===== src/rtl/cu_pkg.sv =====
// Shared types and instruction field layout for the multicycle control unit.
package cu_pkg;

    typedef enum logic [2:0] {
        S_IDLE       = 3'd0,
        S_DECODE     = 3'd1,
        S_EXECUTE    = 3'd2,
        S_MEM_ACCESS = 3'd3,
        S_WRITE_BACK = 3'd4
    } state_t;

    typedef enum logic [1:0] {
        T_NOP   = 2'b00,
        T_STD   = 2'b01,
        T_LOAD  = 2'b10,
        T_STORE = 2'b11
    } itype_t;

    // Instruction layout, MSB down: type[2], rd, rs1, rs2, offset, opcode.
    function automatic int instr_width(input int rab, input int offw, input int opw);
        return 2 + 3 * rab + offw + opw;
    endfunction

    function automatic int offset_lsb(input int rab, input int offw, input int opw);
        return opw + 0 * (rab + offw);
    endfunction

    function automatic int rs2_lsb(input int rab, input int offw, input int opw);
        return opw + offw + 0 * rab;
    endfunction

    function automatic int rs1_lsb(input int rab, input int offw, input int opw);
        return opw + offw + rab;
    endfunction

    function automatic int rd_lsb(input int rab, input int offw, input int opw);
        return opw + offw + 2 * rab;
    endfunction

    function automatic int type_lsb(input int rab, input int offw, input int opw);
        return opw + offw + 3 * rab;
    endfunction

endpackage


===== src/rtl/cu_multicycle_param_regfile.sv =====
// Register file: two operand read ports, a debug read port, one write port.
// Resets each register to its own index; optional hardwired-zero register 0.
module cu_regfile
    import cu_pkg::*;
#(
    parameter int DATA_WIDTH    = 8,
    parameter int REG_ADDR_BITS = 2,
    parameter int ZERO_REG      = 0
) (
    input  logic                     clk,
    input  logic                     rst,
    input  logic [REG_ADDR_BITS-1:0] ra1,
    input  logic [REG_ADDR_BITS-1:0] ra2,
    input  logic [REG_ADDR_BITS-1:0] dbg_addr,
    output logic [DATA_WIDTH-1:0]    rd1,
    output logic [DATA_WIDTH-1:0]    rd2,
    output logic [DATA_WIDTH-1:0]    dbg_data,
    input  logic                     we,
    input  logic [REG_ADDR_BITS-1:0] wa,
    input  logic [DATA_WIDTH-1:0]    wd
);

    localparam int REGS = 1 << REG_ADDR_BITS;

    logic [REGS-1:0][DATA_WIDTH-1:0] rf;
    logic                            wr_block;

    // Writes to register 0 are dropped when it is hardwired to zero.
    assign wr_block = (ZERO_REG != 0) && (wa == '0);

    // Storage: async reset to index values, synchronous write.
    always_ff @(posedge clk or negedge rst) begin
        if (!rst) begin
            for (int i = 0; i < REGS; i++) rf[i] <= DATA_WIDTH'(i);
        end else if (we && !wr_block) begin
            rf[wa] <= wd;
        end
    end

    // Combinational reads; register 0 forced to zero when hardwired.
    always_comb begin
        rd1      = ((ZERO_REG != 0) && (ra1 == '0))      ? '0 : rf[ra1];
        rd2      = ((ZERO_REG != 0) && (ra2 == '0))      ? '0 : rf[ra2];
        dbg_data = ((ZERO_REG != 0) && (dbg_addr == '0)) ? '0 : rf[dbg_addr];
    end

endmodule


===== src/rtl/cu_multicycle_param.sv =====
// Multicycle control unit: accepts one instruction at a time over valid/ready,
// steps it through DECODE/EXECUTE/MEM_ACCESS/WRITE_BACK and drives the datapath.
module cu_multicycle_param
    import cu_pkg::*;
#(
    parameter int DATA_WIDTH    = 8,
    parameter int REG_ADDR_BITS = 2,
    parameter int OFFSET_WIDTH  = 8,
    parameter int OPCODE_WIDTH  = 4,
    parameter int MEM_WAIT_MAX  = 15,
    parameter int ZERO_REG      = 0
) (
    input  logic                     clk,
    input  logic                     rst,
    input  logic                     instr_valid,
    output logic                     instr_ready,
    input  logic [instr_width(REG_ADDR_BITS, OFFSET_WIDTH, OPCODE_WIDTH)-1:0] instr,
    input  logic [DATA_WIDTH-1:0]    result,
    input  logic                     mem_ready,
    output logic [DATA_WIDTH-1:0]    operand1,
    output logic [DATA_WIDTH-1:0]    operand2,
    output logic [OFFSET_WIDTH-1:0]  offset,
    output logic [OPCODE_WIDTH-1:0]  opcode,
    output logic                     sel1,
    output logic                     sel3,
    output logic                     w_r,
    output logic                     busy,
    output logic                     retire,
    output logic                     err,
    input  logic [REG_ADDR_BITS-1:0] dbg_addr,
    output logic [DATA_WIDTH-1:0]    dbg_data
);

    localparam int INSTR_WIDTH = instr_width(REG_ADDR_BITS, OFFSET_WIDTH, OPCODE_WIDTH);
    localparam int TYPE_LSB    = type_lsb(REG_ADDR_BITS, OFFSET_WIDTH, OPCODE_WIDTH);
    localparam int RD_LSB      = rd_lsb(REG_ADDR_BITS, OFFSET_WIDTH, OPCODE_WIDTH);
    localparam int RS1_LSB     = rs1_lsb(REG_ADDR_BITS, OFFSET_WIDTH, OPCODE_WIDTH);
    localparam int RS2_LSB     = rs2_lsb(REG_ADDR_BITS, OFFSET_WIDTH, OPCODE_WIDTH);
    localparam int OFF_LSB     = offset_lsb(REG_ADDR_BITS, OFFSET_WIDTH, OPCODE_WIDTH);
    localparam int WCNT_W      = (MEM_WAIT_MAX < 1) ? 1 : $clog2(MEM_WAIT_MAX + 1);
    localparam logic [WCNT_W-1:0] WAIT_MAX = WCNT_W'(MEM_WAIT_MAX);

    state_t                    state, state_nxt;
    logic [INSTR_WIDTH-1:0]    ir;
    logic [WCNT_W-1:0]         wcnt;

    itype_t                    ityp, in_typ;
    logic [REG_ADDR_BITS-1:0]  f_rd, f_rs1, f_rs2, ra2;
    logic [DATA_WIDTH-1:0]     rd1, rd2;

    logic ir_load, dec_load, wr_set, wr_clr, retire_nxt, err_nxt;
    logic cnt_clr, cnt_inc, rf_we;

    // Field extraction from the latched instruction (and type of the offered one).
    always_comb begin
        in_typ = itype_t'(instr[TYPE_LSB +: 2]);
        ityp   = itype_t'(ir[TYPE_LSB +: 2]);
        f_rd   = ir[RD_LSB  +: REG_ADDR_BITS];
        f_rs1  = ir[RS1_LSB +: REG_ADDR_BITS];
        f_rs2  = ir[RS2_LSB +: REG_ADDR_BITS];
        // Memory ops carry the data register in rd, so port 2 reads rd.
        ra2    = (ityp == T_STD) ? f_rs2 : f_rd;
    end

    assign instr_ready = (state == S_IDLE);
    assign busy        = (state != S_IDLE);

    cu_regfile #(
        .DATA_WIDTH    (DATA_WIDTH),
        .REG_ADDR_BITS (REG_ADDR_BITS),
        .ZERO_REG      (ZERO_REG)
    ) u_rf (
        .clk      (clk),
        .rst      (rst),
        .ra1      (f_rs1),
        .ra2      (ra2),
        .dbg_addr (dbg_addr),
        .rd1      (rd1),
        .rd2      (rd2),
        .dbg_data (dbg_data),
        .we       (rf_we),
        .wa       (f_rd),
        .wd       (result)
    );

    // State register.
    always_ff @(posedge clk or negedge rst) begin
        if (!rst) state <= S_IDLE;
        else      state <= state_nxt;
    end

    // Next-state and control strobes.
    always_comb begin
        state_nxt  = state;
        ir_load    = 1'b0;
        dec_load   = 1'b0;
        wr_set     = 1'b0;
        wr_clr     = 1'b0;
        retire_nxt = 1'b0;
        err_nxt    = 1'b0;
        cnt_clr    = 1'b0;
        cnt_inc    = 1'b0;
        rf_we      = 1'b0;
        case (state)
            S_IDLE: begin
                if (instr_valid) begin
                    ir_load = 1'b1;
                    if (in_typ == T_NOP) retire_nxt = 1'b1;
                    else                 state_nxt  = S_DECODE;
                end
            end
            S_DECODE: begin
                dec_load  = 1'b1;
                state_nxt = S_EXECUTE;
            end
            S_EXECUTE: begin
                cnt_clr = 1'b1;
                if (ityp == T_STD) begin
                    state_nxt = S_WRITE_BACK;
                end else begin
                    state_nxt = S_MEM_ACCESS;
                    wr_set    = (ityp == T_STORE);
                end
            end
            S_MEM_ACCESS: begin
                if (mem_ready) begin
                    if (ityp == T_LOAD) begin
                        state_nxt = S_WRITE_BACK;
                    end else begin
                        state_nxt  = S_IDLE;
                        wr_clr     = 1'b1;
                        retire_nxt = 1'b1;
                    end
                end else if (wcnt == WAIT_MAX) begin
                    // Memory never answered: abandon without write-back.
                    state_nxt = S_IDLE;
                    wr_clr    = 1'b1;
                    err_nxt   = 1'b1;
                end else begin
                    cnt_inc = 1'b1;
                end
            end
            S_WRITE_BACK: begin
                rf_we      = 1'b1;
                retire_nxt = 1'b1;
                state_nxt  = S_IDLE;
            end
            default: state_nxt = S_IDLE;
        endcase
    end

    // Instruction latch and memory wait counter.
    always_ff @(posedge clk or negedge rst) begin
        if (!rst) begin
            ir   <= '0;
            wcnt <= '0;
        end else begin
            if (ir_load) ir <= instr;
            if (cnt_clr)      wcnt <= '0;
            else if (cnt_inc) wcnt <= wcnt + 1'b1;
        end
    end

    // Datapath controls: operands captured leaving DECODE, strobes and pulses.
    always_ff @(posedge clk or negedge rst) begin
        if (!rst) begin
            operand1 <= '0;
            operand2 <= '0;
            offset   <= '0;
            opcode   <= '1;
            sel1     <= 1'b0;
            sel3     <= 1'b0;
            w_r      <= 1'b0;
            retire   <= 1'b0;
            err      <= 1'b0;
        end else begin
            if (dec_load) begin
                operand1 <= rd1;
                operand2 <= rd2;
                offset   <= ir[OFF_LSB +: OFFSET_WIDTH];
                opcode   <= ir[OPCODE_WIDTH-1:0];
                sel1     <= (ityp == T_STD);
                sel3     <= (ityp != T_STD);
            end
            if (wr_set)      w_r <= 1'b1;
            else if (wr_clr) w_r <= 1'b0;
            retire <= retire_nxt;
            err    <= err_nxt;
        end
    end

endmodule

===== config.mk =====
export PLATFORM = sky130hd
export DESIGN_NAME = cu_multicycle_param
export DESIGN_NICKNAME = d
export VERILOG_FILES = /design/src/rtl/cu_pkg.sv /design/src/rtl/cu_multicycle_param_regfile.sv /design/src/rtl/cu_multicycle_param.sv
export SDC_FILE = /design/constraint.sdc
export NUM_CORES = 1
export LEC_CHECK = 0
export CAP_MARGIN = 5
export CELL_PAD_IN_SITES_DETAIL_PLACEMENT = 0
export CELL_PAD_IN_SITES_GLOBAL_PLACEMENT = 1
export CORE_AREA = 3 3 103 105
export DETAILED_ROUTE_END_ITERATION = 12
export DIE_AREA = 0 0 106 108
export GPL_ROUTABILITY_DRIVEN = 1
export PLACE_DENSITY_LB_ADDON = 0.1
export SLEW_MARGIN = 10
export SYNTH_ARGS = -nofsm -noshare
export SYNTH_HDL_FRONTEND = slang
export SYNTH_HIERARCHICAL = 1
export SYNTH_SLANG_ARGS = --single-unit

===== constraint.sdc =====
create_clock -name clk -period 2.6 [get_ports clk]
set_clock_uncertainty 0.1 [all_clocks]
set_input_delay 0.52 -clock clk [delete_from_list [all_inputs] [get_ports clk]]
set_output_delay 0.52 -clock clk [all_outputs]
set_load 0.1 [all_outputs]

==> summary.md <==
| Metric | Value |
|---|---|
| Run status | finished, final reports clean |
| First-pass GRT wire length | 14.61 mm |
| Row cnt | 36 |
| Final setup viols | 0 |
| Die Area | 11450 sq um |
| Max-slew headroom | 56.14% |
| DRC Markers | 0 |
| Post-route minimum period | 2.526 ns |
| Effective utilization at floorplan | 44.12% |
| Crit path DAT | 1.91 ns |
| Cell variety after synth | 38 |
| H-tree depth | 3 |
| Total CTS buffers | 9 |
| Grt ovf | 0 |
| WS Path Type | input pin to output pin |
| Buffer count from post-CTS setup fixing | 0 |
| Diode count | 0 |
| Initial antenna violation count | 0 |
| Maxcap violations | 0 |
| Number of synthesized register bits | 92 |
| Clock tree buffer depth | 2 |
| CTS Hold Bufs | 0 |
| Syn_area_per_cell | 16.38 sq um |
| Setup TNS | 0 ns |
| Min-Delay Path Class | input pin to asynchronous set/reset pin |
| Clock Tree Root | clkbuf_8 |
| Vias/cell | 5.244 |
| Die Ht | 108 um |
| Drt wl/cell | 18.12 um |
| RSZ-0062 raised after global routing | no |
| ANT nets after route | 0 |
| Layout cells sized above 1 | 55.27% |
| Slew Limit Fails | 0 |
| Worst endpoint required time | 1.98 ns |
| Fmax | 395.9 MHz |
| Worst-path clk slew | 0.09 ns |
| Core ar. | 9729 sq um |
| Worst-Skew Late Latency | 0.34 ns |
| CP Capture Type | output pin |
| Post-placement cell area | 5233 sq um |
| Worst Max-Slew Pin Slew | 0.6579 ns |
| # fillers | 838 |
| Hpwl dp | 6.046 mm |
| Clk sink count | 92 |
| CTS tree | done |
| Endpoints failing hold | 0 |
| Design Area, Final | 5455 sq um |
| I/O Pins | 77 |
| Detailed Route WL | 8.772 mm |
| PortBufs | 76 |
| Iter 0 DRT Violations | 74 |
| Yosys warns | 6 |
| Syn nets | 297 |
| Fin nets | 381 |
| Routed vias | 2538 |
| Worst hold slack | 0.02319 ns |
| Vias in the first global route | 2822 |
| Largest net degree at the start of global routing | 57 |
| Die Wd | 106 um |
| Synth Instances | 262 |
| Global placer's final weighted congestion | 0.7889 |
| Post-Syn Area | 4293 sq um |
| Setup crit start kind | input pin |
| TritonRoute pass-1 iters | 4 |
| Final critical-path share of the clock period | 97.14% |
| Area grow syn2layout | 27.08% |
| Total GRT Usage | 16.72% |
| Sequential share of the synthesized area | 53.86% |
| Crit path max fanout | 8 |
| Post_cts resized | 0 |
[worst max-delay path: stages]
cell and delay (ns):
clkdlybuf4s50_1 0.50, buf_12 0.15, mux4_2 0.53, buf_12 0.19
[registers in the layout, summed over array words and instances, names as in the netlist, 3 cells and up]
| signal | flops |
|---|---|
| ir | 20 |
| wcnt | 4 |
| state | 3 |
| u_rf/rf | 32 |
| operand2 | 8 |
| operand1 | 8 |
| opcode | 4 |
| offset | 8 |
[final cells by class]
| cell class | instances | area [sq um] | share of cell area, % |
|---|---|---|---|
| Sequential cell | 92 | 2312 | 42.39 |
| Multi-Input combinational cell | 155 | 1891 | 34.66 |
| Timing Repair Buffer | 84 | 848.3 | 15.55 |
| Tap cell | 133 | 166.4 | 3.050 |
| Clock buffer | 9 | 123.9 | 2.271 |
| Clock inverter | 7 | 98.84 | 1.812 |
| Inverter | 4 | 15.01 | 0.2752 |
[per-layer routing]
layer | global-route usage, % | vias up | routed length (um)
met5 | 0 | - | 0
met1 | 21.57 | 1326 | 3883
met4 | 5.273 | 0 | 73
li1 | - | 1159 | -
met2 | 28.83 | 49 | 4489
met3 | 3.164 | 4 | 326
[cell usage after synthesis]
cell type   n  share of area (%)
nand3b_2    2               0.52
o22ai_1     1               0.15
buf_12      2               0.93
ha_1        1               0.29
nor2b_1     1               0.15
mux2i_1     2               0.47
inv_2       1              0.087
nand4_1     1               0.15
a21oi_1     1               0.12
and4bb_2    1               0.29
nand3b_1    2               0.35
nor3_1      1               0.12
or3_4       1               0.26
nand2b_1    3               0.44
and4b_1     1               0.23
nor3b_4     1               0.44
a22oi_1     1               0.17
buf_1       3               0.26
and2_4      1               0.20
buf_2       6               0.70
inv_1       3               0.26
nand3_2     1               0.23
dfrtp_1    84                 49
nand3_1     3               0.35
nor2_1      1              0.087
nand2_1    10               0.87
mux2_4     20                7.0
and3_1      3               0.44
or3b_2      2               0.41
o21a_1      1               0.17
a31o_2      2               0.41
mux4_2     24                 13
nor3b_1     2               0.35
nor3b_2     1               0.29
and4b_2     1               0.26
mux2_2     60                 16
o21ai_0     3               0.35
dfstp_2     8                4.9
[metrics by stage]
stage,instances,setup slack (ns),util (%)
floorplan,262,0.2960,-
global route,484,0.03152,56.07
CTS,484,0.06401,56.07
finish,484,0.07441,56.07
detailed placement,468,0.06443,53.78
global placement,468,0.06038,53.78
[cell usage in the layout, fill, tap and decap left out, drive strengths merged]
cell type       n
dfrtp          84
mux2           80
buf            52
clkdlybuf4s50  32
mux4           24
nand2          10
clkbuf          9
dfstp           8
inv             6
nand3           4
nor3b           4
nand3b          4
nand2b          3
o21ai           3
and3            3
or3b            2
a31o            2
mux2i           2
bufinv          2
and4b           2
clkinv          2
or3             1
nor2b           1
nor2            1
and4bb          1
nand4           1
a22oi           1
and2            1
o21a            1
a21oi           1
nor3            1
o22ai           1
ha              1
clkinvlp        1
[final timing paths]
kind	start	to	slack, ns	cells past startpoint
worst max register to register	ir[19]	operand2[5]	0.55	6
worst min register to register	wcnt[0]	wcnt[0]	0.41	1
max in group asynchronous	rst	u_rf/rf[24]	1.65	2
worst max-delay path	dbg_addr[0]	dbg_data[4]	0.07	4
min in group clk	wcnt[0]	wcnt[0]	0.41	1
worst min-delay path	rst	ir[2]	0.02	1
[cell families after synthesis]
family          share of synthesized area (%)
mux                                     35.79
flops                                   53.86
simple gates                            6.441
buf+inv                                 2.244
compound gates                          1.370
fa+ha+maj                              0.2914
Power is left out: the tool's default activity adds up to more than one toggle a clock period on the data nets, which glitch-free logic cannot reach.
